### config.mk
export PLATFORM = sky130hd
export DESIGN_NAME = i2c_master_byte
export DESIGN_NICKNAME = d
export VERILOG_FILES = /design/src/rtl/i2c_master_byte.sv
export SDC_FILE = /design/constraint.sdc
export NUM_CORES = 1
export LEC_CHECK = 0
export ABC_AREA = 0
export ABC_CLOCK_PERIOD_IN_PS = 4100
export CORE_ASPECT_RATIO = 1.75
export CORE_UTILIZATION = 40
export CTS_CLUSTER_DIAMETER = 60
export DETAILED_ROUTE_END_ITERATION = 6
export PLACE_DENSITY = 0.61
export SLEW_MARGIN = 40
export SYNTH_ARGS = -nofsm -noshare
export SYNTH_HDL_FRONTEND = slang
export SYNTH_SLANG_ARGS = --single-unit
### constraint.sdc
create_clock -name clk -period 4.1 [get_ports clk]
set_clock_uncertainty 0.1 [all_clocks]
set_input_delay 0.82 -clock clk [delete_from_list [all_inputs] [get_ports clk]]
set_output_delay 0.82 -clock clk [all_outputs]
set_load 0.05 [all_outputs]
### src/rtl/i2c_master_byte.sv
`default_nettype none
// ============================================================================
// i2c_master_byte : byte-level I2C master (START/rSTART, 8-bit write or read
//                   with ACK, optional STOP), open-drain enables, SCL stretching
// Revision        : 1.0
// ============================================================================
module i2c_master_byte #(
  parameter int CLK_FREQ = 50000000,
  parameter int SCL_FREQ = 100000,
  parameter int QDIV     = CLK_FREQ / (4 * SCL_FREQ)
) (
  input  logic       clk,
  input  logic       rst,
  input  logic       cmd_valid,
  output logic       cmd_ready,
  input  logic       cmd_start,
  input  logic       cmd_read,
  input  logic       cmd_stop,
  input  logic       cmd_nack,
  input  logic [7:0] wr_data,
  output logic [7:0] rd_data,
  output logic       done,
  output logic       ack_rcvd,
  output logic       busy,
  output logic       bus_held,
  input  logic       scl_i,
  output logic       scl_oe,
  input  logic       sda_i,
  output logic       sda_oe
);

  localparam int            CW    = (QDIV > 1) ? $clog2(QDIV) : 1;
  localparam logic [CW-1:0] QLAST = CW'(QDIV - 1);

  typedef enum logic [2:0] {
    S_IDLE   = 3'd0,
    S_HOLD   = 3'd1,
    S_RSTART = 3'd2,
    S_START  = 3'd3,
    S_BIT    = 3'd4,
    S_ACK    = 3'd5,
    S_STOP   = 3'd6
  } state_t;

  state_t        state;
  logic [1:0]    quarter;
  logic [2:0]    bit_idx;
  logic [CW-1:0] qcnt;
  logic [7:0]    tx_sr;
  logic [7:0]    rx_sr;
  logic          op_read;
  logic          op_stop;
  logic          op_nack;
  logic          ack_int;
  logic          stretched;
  logic          qtick;

  // A released SCL that is still low means the slave is stretching.
  assign stretched = !scl_oe && !scl_i;
  assign qtick     = (qcnt == QLAST) && !stretched;

  // Line enables are registered and set when a quarter is entered.
  always_ff @(posedge clk or posedge rst) begin
    if (rst) begin
      state     <= S_IDLE;
      quarter   <= 2'd0;
      bit_idx   <= 3'd0;
      qcnt      <= '0;
      tx_sr     <= 8'd0;
      rx_sr     <= 8'd0;
      op_read   <= 1'b0;
      op_stop   <= 1'b0;
      op_nack   <= 1'b0;
      ack_int   <= 1'b0;
      scl_oe    <= 1'b0;
      sda_oe    <= 1'b0;
      cmd_ready <= 1'b1;
      busy      <= 1'b0;
      done      <= 1'b0;
      rd_data   <= 8'd0;
      ack_rcvd  <= 1'b0;
      bus_held  <= 1'b0;
    end else begin
      done <= 1'b0;
      if (cmd_ready) begin
        qcnt    <= '0;
        quarter <= 2'd0;
        bit_idx <= 3'd0;
        if (cmd_valid) begin
          cmd_ready <= 1'b0;
          busy      <= 1'b1;
          op_read   <= cmd_read;
          op_stop   <= cmd_stop;
          op_nack   <= cmd_nack;
          tx_sr     <= wr_data;
          if (cmd_start && (state == S_HOLD)) begin
            state  <= S_RSTART;
            sda_oe <= 1'b0;
          end else if (cmd_start) begin
            state  <= S_START;
            sda_oe <= 1'b1;
            scl_oe <= 1'b0;
          end else begin
            state  <= S_BIT;
            scl_oe <= 1'b1;
            sda_oe <= !cmd_read && !wr_data[7];
          end
        end
      end else if (!qtick) begin
        if (!stretched) qcnt <= qcnt + 1'b1;
      end else begin
        qcnt    <= '0;
        quarter <= quarter + 2'd1;
        case (state)
          S_RSTART: begin
            if (quarter == 2'd0) scl_oe <= 1'b0;
            if (quarter == 2'd3) begin
              state  <= S_START;
              sda_oe <= 1'b1;
            end
          end
          S_START: begin
            if (quarter == 2'd1) scl_oe <= 1'b1;
            if (quarter == 2'd3) begin
              state    <= S_BIT;
              bus_held <= 1'b1;
              sda_oe   <= !op_read && !tx_sr[7];
            end
          end
          S_BIT: begin
            if (quarter == 2'd1) scl_oe <= 1'b0;
            if (quarter == 2'd3) begin
              rx_sr  <= {rx_sr[6:0], sda_i};
              tx_sr  <= {tx_sr[6:0], 1'b0};
              scl_oe <= 1'b1;
              if (bit_idx == 3'd7) begin
                state  <= S_ACK;
                sda_oe <= op_read && !op_nack;
              end else begin
                bit_idx <= bit_idx + 3'd1;
                sda_oe  <= !op_read && !tx_sr[6];
              end
            end
          end
          S_ACK: begin
            if (quarter == 2'd1) scl_oe <= 1'b0;
            if (quarter == 2'd3) begin
              scl_oe  <= 1'b1;
              ack_int <= !sda_i;
              if (op_stop) begin
                state  <= S_STOP;
                sda_oe <= 1'b1;
              end else begin
                state     <= S_HOLD;
                done      <= 1'b1;
                cmd_ready <= 1'b1;
                busy      <= 1'b0;
                if (op_read) rd_data  <= rx_sr;
                else         ack_rcvd <= !sda_i;
              end
            end
          end
          S_STOP: begin
            if (quarter == 2'd0) scl_oe <= 1'b0;
            if (quarter == 2'd2) sda_oe <= 1'b0;
            if (quarter == 2'd3) begin
              state     <= S_IDLE;
              bus_held  <= 1'b0;
              done      <= 1'b1;
              cmd_ready <= 1'b1;
              busy      <= 1'b0;
              if (op_read) rd_data  <= rx_sr;
              else         ack_rcvd <= ack_int;
            end
          end
          default: state <= S_IDLE;
        endcase
      end
    end
  end

endmodule
`default_nettype wire
## Word-level counts from Yosys, hierarchy flattened

Index checks and enable logic that the tools add are counted.

| cells by class | value |
|---|---|
| add/sub/neg operators | 3 |
| equality and inequality tests | 33 |
| multiplexer cells | 78 |
| bitwise gates (word level) | 1 |
| reductions and logical operators | 40 |

Operators with widths:

| operator | count |
|---|---|
| 2-to-1 mux 8 bit | 9 |
| 2-to-1 mux 3 bit | 17 |
| 2-to-1 mux 1 bit | 39 |
| != test 3 bit, second input constant | 10 |
| 2-to-1 mux 7 bit | 3 |
| != test 2 bit, second input constant | 9 |
| case mux 8 bit (2 select lines) | 1 |
| AND reduction 4 bit | 4 |
| AND reduction 8 bit | 2 |
| case mux 3 bit (5 select lines) | 1 |
| == test 3 bit, second input constant | 4 |
| AND reduction 6 bit | 2 |
| logical NOT 1 bit | 10 |
| nonzero test 2 bit | 5 |
| AND reduction 9 bit | 1 |
| case mux 1 bit (2 select lines) | 4 |
| adder 7 x 1 -> 7 bit, second input constant | 1 |
| == test 7 bit, second input constant | 1 |
| logical AND 1 bit | 7 |
| AND reduction 7 bit | 1 |
| == test 3 x 2 -> 1 bit, second input constant | 2 |
| nonzero test 6 bit | 1 |
| case mux 1 bit (5 select lines) | 1 |
| AND reduction 5 bit | 1 |
| other kinds (16) | 19 |

| word-level totals | value |
|---|---|
| register bits | 50 |
| logic and storage cells | 173 |

## Longest topological paths before layout

Gate-level depths: netlist of the first run.

| logic depth | value |
|---|---|
| word-level depth | 7 |
| mapped depth | 8 |

## Least setup slack after synthesis of the first run

OpenSTA, ideal clock, no wires.

| path | value |
|---|---|
| kind | input port to flip-flop |
| from | input port scl_i |
| to | register rd_data[0] |
| library setup time | 0.125 ns |
| arrival time | 1.833 ns |
| data required time | 3.875 ns |
| setup slack | 2.042 ns |
| stages | 6 |
| cells stage by stage | o211ai_2 nor3_4 nand2_4 inv_4 nand2_8 mux2_4 |

| between the ends | value |
|---|---|
| word-level cells in the longest chain between the ends | 5 |

Ends and longest elaborated chain:

| item | line | text |
|---|---|---|
| start: declaration | 26 | `input logic scl_i,` |
| logical NOT 1 bit | 59 | `assign stretched = !scl_oe && !scl_i;` |
| logical AND 1 bit | 59 |  |
| logical NOT 1 bit | n/a |  |
| logical AND 1 bit | 60 | `assign qtick = (qcnt == QLAST) && !stretched;` |
| AND reduction 6 bit (no source line) | n/a |  |
| end signal: assignment | 158 | `if (op_read) rd_data <= rx_sr;` |
| end signal: assignment | 172 | `if (op_read) rd_data <= rx_sr;` |
| end: declaration | 21 | `output logic [7:0] rd_data,` |

No other way between the ends.
A chain may end at the register's enable or synchronous reset.

## Worst setup path in the final report of the first run

| path | value |
|---|---|
| from | register cmd_ready |
| to | output port cmd_ready |

RTL lines:

| item | line | text |
|---|---|---|
| start: declaration | 15 | `output logic cmd_ready,` |
| start signal: assignment | 77 | `cmd_ready <= 1'b1;` |
| start signal: assignment | 90 | `cmd_ready <= 1'b0;` |
| start signal: assignment | 156 | `cmd_ready <= 1'b1;` |

No word-level cell between the ends.

==> results of run 1 <==
==> where the power goes <==
| part | switching, mW | internal [mW] |
|---|---|---|
| sequential | 0.0543 | 0.538 |
| combinational | 0.0795 | 0.0691 |
| clock | 0.170 | 0.155 |
==> registers in the layout, summed over array words and instances (netlist names) <==
| register | flops |
|---|---|
| rd_data | 8 |
| op_nack | 1 |
| op_read | 1 |
| ack_int | 1 |
| busy | 1 |
| op_stop | 1 |
| quarter | 2 |
| cmd_ready | 1 |
| bit_idx | 3 |
| ack_rcvd | 1 |
| done | 1 |
| sda_oe | 1 |
| tx_sr | 8 |
| qcnt | 7 |
| bus_held | 1 |
| rx_sr | 8 |
| scl_oe | 1 |
| state | 3 |
==> area by class of cell <==
| class | instances | area (um^2) |
|---|---|---|
| fill | 594 | 3192 |
| sequential | 50 | 1252 |
| multi-input combinational | 199 | 1226 |
| timing repair buffer | 32 | 317.8 |
| tap | 80 | 100.1 |
| clock buffer | 7 | 96.34 |
| inverter | 8 | 35.03 |
| clock inverter | 1 | 8.758 |
==> kinds of logic after synthesis <==
kind of cell / count (synthesis)
XOR/XNOR: 3
buffers and inverters: 22
multiplexers: 13
AND/OR/NAND/NOR: 116
AO/OA/AOI/OAI: 59
adder cells (fa/ha/maj): 8
flip-flops: 50
==> through the flow <==
| step | cell area, um^2 | util, % | total power [mW] | worst slack [ns] | hold slack, ns |
|---|---|---|---|---|---|
| after global placement | 2929 | 47.03 | 0.7492 | 1.335 | 0.3584 |
| after global routing | 3037 | 48.75 | 1.124 | 1.107 | 0.4377 |
| after detailed placement | 2932 | 47.07 | 0.7543 | 1.302 | 0.3720 |
| after CTS | 3037 | 48.75 | 1.079 | 1.175 | 0.3956 |
| after floorplan | 2576 | - | 0.6973 | 1.980 | 0.3404 |
| final | 3037 | 48.75 | 1.066 | 1.174 | 0.3921 |
==> metal layers <==
layer  track usage, %  routed length, um
met2            33.07               2963
met1            21.60               2323
met3            2.321                165
met5                0                  0
met4            6.645                100
==> worst paths after layout <==
| path | startpoint | to | slack, ns | cells after the start |
|---|---|---|---|---|
| min in group asynchronous | rst | rd_data[4]$_DFFE_PP0P_ | 0.83 | 2 |
| worst min-delay path | op_nack$_DFFE_PP0P_ | op_nack$_DFFE_PP0P_ | 0.39 | 2 |
| max in group asynchronous | rst | scl_oe$_DFFE_PP0P_ | 2.64 | 2 |
| worst max-delay path | cmd_ready$_DFF_PP1_ | cmd_ready | 1.17 | 1 |
| worst max register to register | cmd_ready$_DFF_PP1_ | sda_oe$_DFFE_PP0P_ | 1.87 | 5 |
| worst min register to register | op_nack$_DFFE_PP0P_ | op_nack$_DFFE_PP0P_ | 0.39 | 2 |
==> cell usage in the layout, fill, tap and decap left out, types with 3 or more instances in the layout <==
cell,n
ha_1,8
nor3_1,7
dfrtp_1,49
nand2_1,56
or3_1,3
nor2_1,25
clkdlybuf4s50_1,31
o21ai_0,19
clkbuf_8,7
inv_1,6
nand2b_1,5
mux2_2,3
nor2b_1,3
o22ai_1,7
mux2_4,8
a21oi_1,17
==> metrics, run 1 <==
worst hold path type reg2reg; highest ir drop seen on vdd 0.2168 mV; antenna violations before repair 0; Max Cap Violations 0; TritonCTS Sinks 50; setup repair after global routing missed its margin no; number of global-route vias before repair 2,032; Compound-Gate Fraction of Synth Area 14.08%; xor and xnor fraction of the mapped netlist area 1.020%; most used flip-flop cell after synthesis dfrtp_1; multiplexer fraction of the synthesized cell area 6.751%; register bit total from synthesis 50; die width 62.67 um; final net count 321; commonest cells in the netlist 56 x nand2_1, 49 x dfrtp_1, 25 x nor2_1; deepest level of the CTS H-tree 2; violation count after the first detailed-routing iteration 96; post-synthesis sequential area ratio 48.62%; clock slew at reported path FFs 0.09 ns; CTS tree done; wire length of the first global-routing pass 9.708 mm; Slew @ Worst Pin 0.6155 ns; highest fanout seen on the critical path 22; hold buffers post-CTS 0; post-cts gate resize count 0; clock network latency to the later pin of the worst-skew pair 0.30 ns; total global-route track usage 18.17%; post-synthesis async set-or-reset flop share 100.0%; Syn-to-layout area delta 17.87%; most numerous cell in the Yosys netlist nand2_1; largest family of logic cells by synthesized area simple AND/OR/NAND/NOR gates; kind of start point of the critical path flip-flop; Core Area 6228 um^2; Post-synth EDFFs 0; top-level I/O count 32; global placer's final weighted congestion 0.8023; Gate Count Post-Synth 271; DRC errors left 0; per-cell via count in the routed design 5.316; unique cell type count in the Yosys netlist 49; Clock Path Buffers 2; cell type contributing the most total cell area after synthesis dfrtp_1; syn_area_per_cell 9.506 um^2; top-area cell type share of the netlist area 47.60%; router iterations before antenna repair 4; layout cell share with drive strength beyond 1 10.44%; required time of the worst setup path 3.18 ns; Initial Utilization 41.36%; antenna diode instance count 0; library cell contributing the largest single delay on the critical path clkdlybuf4s50_1; Post-Syn Nets 296; area fraction in and, or, nand and nor cells after synthesis 21.86%; CTS Buf Count 5; post-route minimum period 2.926 ns; count of final max-slew check failures 0; wire length after detailed routing 5.552 mm; standard-cell row count 38; die area 6778 um^2; Worst Path Class, Setup reg2out; cells traversed along the worst timing path clkdlybuf4s50_1; kind of cell adding the most delay to the critical path buffers and inverters; Yosys warning total 0; pin count of the biggest net entering global routing 51; global-route congestion overflow total 0; post-synthesis share of cell area spent on full adders, half adders and majority gates 3.885%; Vias 2,004; CTS Root Buffer Type clkbuf_8; die span in y 108.2 um; total standard cell area after synthesis 2576 um^2; dpl cells 369; leakage component of the power 1.384 nW; top achievable clock speed 341.7 MHz; outcome complete, no violations; Hold Violations, Final 0; Routed WL per cell 14.73 um; post-route non-filler standard cell count 377; post-detailed-placement half-perimeter wirelength 3.984 mm; leading post-synthesis cells by cell area dfrtp_1 48%, nand2_1 8.2%, mux2_4 4.7%; Worst setup EP type output pin; PortBufs 31; Post-DRT Antenna Nets 0; Relative slew margins 58.97%; period utilization 71.37%; Setup-failing EPs final 0; CP Data Arrival Time 2.01 ns; Post CTS Setup Buffer Count 0; CP max stage delay 0.89 ns; final-layout setup total negative slack 0 ns; Power Density 350.9 nW/um^2; Worst Path Buf+Inv 1
No activity file was read; power rests on OpenSTA's default activity.
==> inputs of run 2 (changes only) <==
--- a/config.mk
+++ b/config.mk
@@ -6,7 +6,7 @@
 export NUM_CORES = 1
 export LEC_CHECK = 0
 export ABC_AREA = 0
-export ABC_CLOCK_PERIOD_IN_PS = 4100
+export ABC_CLOCK_PERIOD_IN_PS = 3000
 export CORE_ASPECT_RATIO = 1.75
 export CORE_UTILIZATION = 40
 export CTS_CLUSTER_DIAMETER = 60
==> constraint.sdc (replaced) <==
create_clock -name clk -period 3 [get_ports clk]
set_clock_uncertainty 0.1 [all_clocks]
set_input_delay 0.6 -clock clk [delete_from_list [all_inputs] [get_ports clk]]
set_output_delay 0.6 -clock clk [all_outputs]
set_load 0.05 [all_outputs]
==> run 2 against run 1 <==
Cell count rose by 0.53%. Combinational power up 40%. Hold slack got worse by 0.0021 ns. Die area stayed put. Critical path type unchanged. Largest power group unchanged.
==> metrics, run 2 (synthesis results as in run 1) <==
global-route congestion overflow total 0 (unchanged); clock network latency to the later pin of the worst-skew pair 0.30 ns (about the same); post-route minimum period 2.333 ns; clock slew at reported path FFs 0.09 ns (about the same); standard-cell row count 38 (unchanged); Filler cells 608 (+2.4%); DRC errors left 0 (unchanged); Clock Path Buffers 2 (unchanged); Relative slew margins 54.56% (-4.4 points); wire length after detailed routing 5.781 mm (+4.1%); die area 6778 um^2 (unchanged); setup repair after global routing missed its margin no; antenna diode instance count 0 (unchanged); violation count after the first detailed-routing iteration 62 (-35%); library cell contributing the largest single delay on the critical path clkdlybuf4s50_1; Slew @ Worst Pin 0.6807 ns (+0.06516 ns); cells traversed along the worst timing path clkdlybuf4s50_1; post-cts gate resize count 0 (unchanged); Setup-failing EPs final 0 (unchanged); CP max stage delay 0.79 ns (-0.10 ns); total global-route track usage 18.83% (+0.66 points); required time of the worst setup path 2.30 ns (-0.88 ns); Power Density 465.4 nW/um^2 (+33%); Hold Violations, Final 0 (unchanged); Largest regs rd_data: 8 flops, rx_sr: 8 flops, tx_sr: 8 flops; wire length of the first global-routing pass 9.984 mm (+2.8%); kind of start point of the critical path flip-flop; CTS tree done; Routed WL per cell 15.25 um (+3.6%); number of global-route vias before repair 2,130 (+4.8%); Worst Path Class, Setup reg2out; die width 62.67 um (unchanged); Syn-to-layout area delta 17.78% (about the same); layout cell share with drive strength beyond 1 11.04% (+0.60 points); top achievable clock speed 428.6 MHz; per-cell via count in the routed design 5.253 (-1.2%); kind of cell adding the most delay to the critical path buffers and inverters; router iterations before antenna repair 5 (+1); top-level I/O count 32 (unchanged); global placer's final weighted congestion 0.8073 (+0.62%); pin count of the biggest net entering global routing 32 (-37%); period utilization 77.77%; TritonCTS Sinks 50 (unchanged); Max Cap Violations 0 (unchanged); Initial Utilization 41.36% (unchanged); outcome complete, no violations; Core Area 6228 um^2 (unchanged); final-layout setup total negative slack 0 ns (unchanged); most common cell after layout, fill and taps aside nand2_1; antenna violations before repair 0 (unchanged); Vias 1,991 (-0.65%); Worst Path Buf+Inv 1 (unchanged); Worst setup EP type output pin; Post-DRT Antenna Nets 0 (unchanged); CTS Root Buffer Type clkbuf_8; highest-count cells in the layout ignoring fill and taps 56 x nand2_1, 49 x dfrtp_1, 31 x clkdlybuf4s50_1; highest fanout seen on the critical path 2 (-91%); count of final max-slew check failures 0 (unchanged); post-detailed-placement half-perimeter wirelength 4.274 mm (+7.3%); leakage component of the power 1.388 nW (+0.35%); die span in y 108.2 um (unchanged); CTS Buf Count 5 (unchanged); utilization of the core after routing 48.71% (about the same); hold buffers post-CTS 0 (unchanged); CP Data Arrival Time 1.63 ns (-0.38 ns); Post CTS Setup Buffer Count 0 (unchanged); PortBufs 31 (unchanged); worst hold path type reg2reg; deepest level of the CTS H-tree 2 (unchanged); highest ir drop seen on vdd 0.2719 mV (+25%); final net count 324 (+0.93%)
-- run 2: cell types whose count changed in the layout (fill, tap and decap cells not counted), sizes merged --
cell	previous run	this run
inv	8	9
buf	1	4
clkbuf	7	5
-- run 2: through the flow --
step | total power, mW | setup WS, ns | hold slack, ns | instance area, um^2 | std cells
finish | 1.412 | 0.6668 | 0.3900 | 3034 | 379
global route | 1.493 | 0.6379 | 0.4291 | 3034 | 379
CTS | 1.428 | 0.6595 | 0.3951 | 3034 | 379
detailed placement | 1.039 | 0.4399 | 0.3726 | 2952 | 372
global placement | 1.025 | 0.4655 | 0.3557 | 2952 | 372
floorplan | 0.9529 | 0.9827 | 0.3404 | 2576 | 271
-- run 2: metal layers --
metal  up-vias  global-route usage (%)  routed length (um)  share of wire (%)
met2        43                   36.88                3210                 56
met3        13                   2.637                 162                2.8
met4         0                   7.807                 136                2.4
met1       951                   19.61                2272                 39
met5         -                       0                   0                  0
li1        984                       -                   -                  -
-- run 2: final timing paths --
path                                           from              endpoint  slack [ns]  depth (start not counted)
worst max register to register  cmd_ready$_DFF_PP1_    sda_oe$_DFFE_PP0P_        0.87                          6
worst min-delay path            op_nack$_DFFE_PP0P_   op_nack$_DFFE_PP0P_        0.39                          2
max in group asynchronous                       rst   cmd_ready$_DFF_PP1_        1.50                          3
worst max-delay path            cmd_ready$_DFF_PP1_             cmd_ready        0.67                          1
min in group asynchronous                       rst  rx_sr[7]$_DFFE_PP0P_        0.61                          2
worst min register to register  op_nack$_DFFE_PP0P_   op_nack$_DFFE_PP0P_        0.39                          2
-- run 2: power breakdown --
group / internal (mW) / total [mW] / switching, mW
Sequential: 0.735 / 0.813 / 0.0786
Combinational: 0.0964 / 0.209 / 0.113
Clock: 0.162 / 0.389 / 0.228
-- run 2: area by class of cell --
class / instances / area (um^2) / area share, %
multi-input cells: 199 / 1226 / 40.41
inverters: 8 / 32.53 / 1.072
clock inverters: 2 / 13.76 / 0.4536
repair buffers: 35 / 340.3 / 11.22
flip-flops and latches: 50 / 1252 / 41.28
clock buffers: 5 / 68.82 / 2.268
well taps: 80 / 100.1 / 3.299
==> inputs of run 3 (changes only) <==
--- a/config.mk
+++ b/config.mk
@@ -6,7 +6,7 @@
 export NUM_CORES = 1
 export LEC_CHECK = 0
 export ABC_AREA = 0
-export ABC_CLOCK_PERIOD_IN_PS = 3000
+export ABC_CLOCK_PERIOD_IN_PS = 2200
 export CORE_ASPECT_RATIO = 1.75
 export CORE_UTILIZATION = 40
 export CTS_CLUSTER_DIAMETER = 60
==> constraint.sdc (replaced) <==
create_clock -name clk -period 2.2 [get_ports clk]
set_clock_uncertainty 0.1 [all_clocks]
set_input_delay 0.44 -clock clk [delete_from_list [all_inputs] [get_ports clk]]
set_output_delay 0.44 -clock clk [all_outputs]
set_load 0.05 [all_outputs]
==> run 3 against run 2 <==
Count of clock-buffer cells in the layout up 1. First-iteration DRC count decreased by 8.1%. Non-clock buffer count rose by 20. Worst setup slack got worse by 0.51 ns. Cell area rose by 6.1%. Hold slack got worse by 0.14 ns. Via count increased by 5.1%. Combinational power increased by 50%. Sequential share of layout area is 2.4 points lower. Sequential power rose by 34%. Largest power group unchanged. Highest routed layer unchanged.
==> metrics, run 3 (synthesis results as in run 1) <==
Vias 2,092 (+5.1%); layout cell share with drive strength beyond 1 17.19% (+6.2 points); total global-route track usage 19.83% (+1.0 points); highest fanout seen on the critical path 2 (unchanged); top achievable clock speed 489.6 MHz; antenna violations before repair 0 (unchanged); Max Cap Violations 0 (unchanged); Sw Pwr 566.2 uW (+35%); die area 6778 um^2 (unchanged); period utilization 92.84%; CP max stage delay 0.81 ns (+0.02 ns); Setup-failing EPs final 0 (unchanged); Fin Hold WS 0.2535 ns (-0.1365 ns); CTS tree done; post-route minimum period 2.042 ns; leakage component of the power 1.505 nW (+8.4%); CTS Buf Count 5 (unchanged); total non-filler cell area in the finished layout 3219 um^2 (+6.1%); wire length of the first global-routing pass 10.38 mm (+3.9%); router iterations before antenna repair 4 (-1); deepest level of the CTS H-tree 2 (unchanged); highest ir drop seen on vdd 0.4493 mV (+65%); Initial Utilization 41.36% (unchanged); outcome complete, no violations; Power Density 637.6 nW/um^2 (+37%); Core Area 6228 um^2 (unchanged); Worst setup EP type output pin; pin count of the biggest net entering global routing 21 (-34%); global placer's final weighted congestion 0.8429 (+4.4%); Gate power share 15.2% (+0.4 points); clock network fraction of total power 31.7% (+4.1 points); cell-internal power 1.486 mW (+50%); Largest regs rd_data: 8 flops, rx_sr: 8 flops, tx_sr: 8 flops; post-cts gate resize count 0 (unchanged); Switching Fraction 27.58% (-2.1 points); clock network latency to the later pin of the worst-skew pair 0.31 ns (about the same); most common cell after layout, fill and taps aside nand2_1; utilization of the core after routing 51.69% (+3.0 points); portion of total power attributed to sequential cells 53.1% (-4.5 points); area after detailed placement 3109 um^2 (+5.3%); least setup slack across all paths after layout 0.1576 ns (-0.5092 ns); die width 62.67 um (unchanged); clock slew at reported path FFs 0.09 ns (about the same); kind of start point of the critical path flip-flop; TritonCTS Sinks 50 (unchanged); post-detailed-placement half-perimeter wirelength 4.476 mm (+4.7%); worst hold path type in2async; kind of cell adding the most delay to the critical path buffers and inverters; number of global-route vias before repair 2,193 (+3.0%); antenna diode instance count 0 (unchanged); global-route congestion overflow total 0 (unchanged); PortBufs 31 (unchanged); post-route non-filler standard cell count 400 (+5.5%); Filler cells 588 (-3.3%); total design power 2.053 mW (+45%); Post CTS Setup Buffer Count 0 (unchanged); dpl cells 392 (+5.4%); setup repair after global routing missed its margin no; final net count 344 (+6.2%); per-cell via count in the routed design 5.230 (-0.44%); library cell contributing the largest single delay on the critical path clkdlybuf4s50_1; highest-count cells in the layout ignoring fill and taps 56 x nand2_1, 49 x dfrtp_1, 29 x clkdlybuf4s50_1; Post-DRT Antenna Nets 0 (unchanged); wire length after detailed routing 5.937 mm (+2.7%); required time of the worst setup path 1.66 ns (-0.64 ns); DRC errors left 0 (unchanged); CP Data Arrival Time 1.50 ns (-0.13 ns); Slew @ Worst Pin 0.5012 ns (-0.1795 ns); hold buffers post-CTS 0 (unchanged); footprint of the multi-input gates 1226 um^2 (unchanged); die span in y 108.2 um (unchanged); violation count after the first detailed-routing iteration 57 (-8.1%); Worst Path Class, Setup reg2out; Syn-to-layout area delta 24.96%; Clock Path Buffers 2 (unchanged); Hold Violations, Final 0 (unchanged); Relative slew margins 66.48% (+12 points); standard-cell row count 38 (unchanged); cells traversed along the worst timing path clkdlybuf4s50_1; CTS Root Buffer Type clkbuf_8; Routed WL per cell 14.84 um (-2.7%); final-layout setup total negative slack 0 ns (unchanged); area used by sequential logic in the layout 1252 um^2 (unchanged); top-level I/O count 32 (unchanged); Worst Path Buf+Inv 1 (unchanged); worst-case setup slack after placement 0.01725 ns (-0.4227 ns); count of final max-slew check failures 0 (unchanged)
run 3: power by group through the flow:
stage	registers, mW	clock network (mW)	logic (mW)
after CTS	1.09	0.680	0.317
after floorplan	1.10	0	0.197
final	1.09	0.651	0.313
after detailed placement	1.11	0	0.315
after global routing	1.11	0.702	0.359
after global placement	1.10	0	0.310
run 3: worst reg2reg max path, delay by kind of cell, from the launching register on:
family                   cells  cell delay (ns)
flip-flops                   1             0.43
adder cells (fa/ha/maj)      1             0.33
multiplexers                 1             0.37
AO/OA/AOI/OAI                3             0.44
buffers and inverters        1             0.20
run 3: cell type report:
| type | count | area share (%) |
|---|---|---|
| Timing Repair Buffer | 55 | 15.47 |
| Tap cell | 80 | 3.109 |
| Multi-Input combinational cell | 199 | 38.09 |
| Inverter | 8 | 1.010 |
| Clock inverter | 2 | 1.166 |
| Sequential cell | 50 | 38.90 |
| Clock buffer | 6 | 2.254 |
run 3: metal layers:
layer	track usage (%)	vias to the layer above	wire length, um
met1	21.48	1015	2360
met3	3.481	12	143
met5	0	-	0
met2	36.49	44	3267
met4	10.13	0	165
li1	-	1021	-
run 3: final timing paths:
check                                        from                    to  slack (ns)  cells past startpoint
hold / removal                                rst  state[1]$_DFFE_PP0P_        0.25                      2
min in group clk              ack_int$_DFFE_PP0P_   ack_int$_DFFE_PP0P_        0.39                      2
max in group asynchronous                     rst   cmd_ready$_DFF_PP1_        1.23                      3
hold reg to reg               ack_int$_DFFE_PP0P_   ack_int$_DFFE_PP0P_        0.39                      2
setup / recovery                 busy$_DFFE_PP0P_                  busy        0.16                      1
setup reg to reg           quarter[0]$_DFFE_PP0P_    sda_oe$_DFFE_PP0P_        0.23                      6
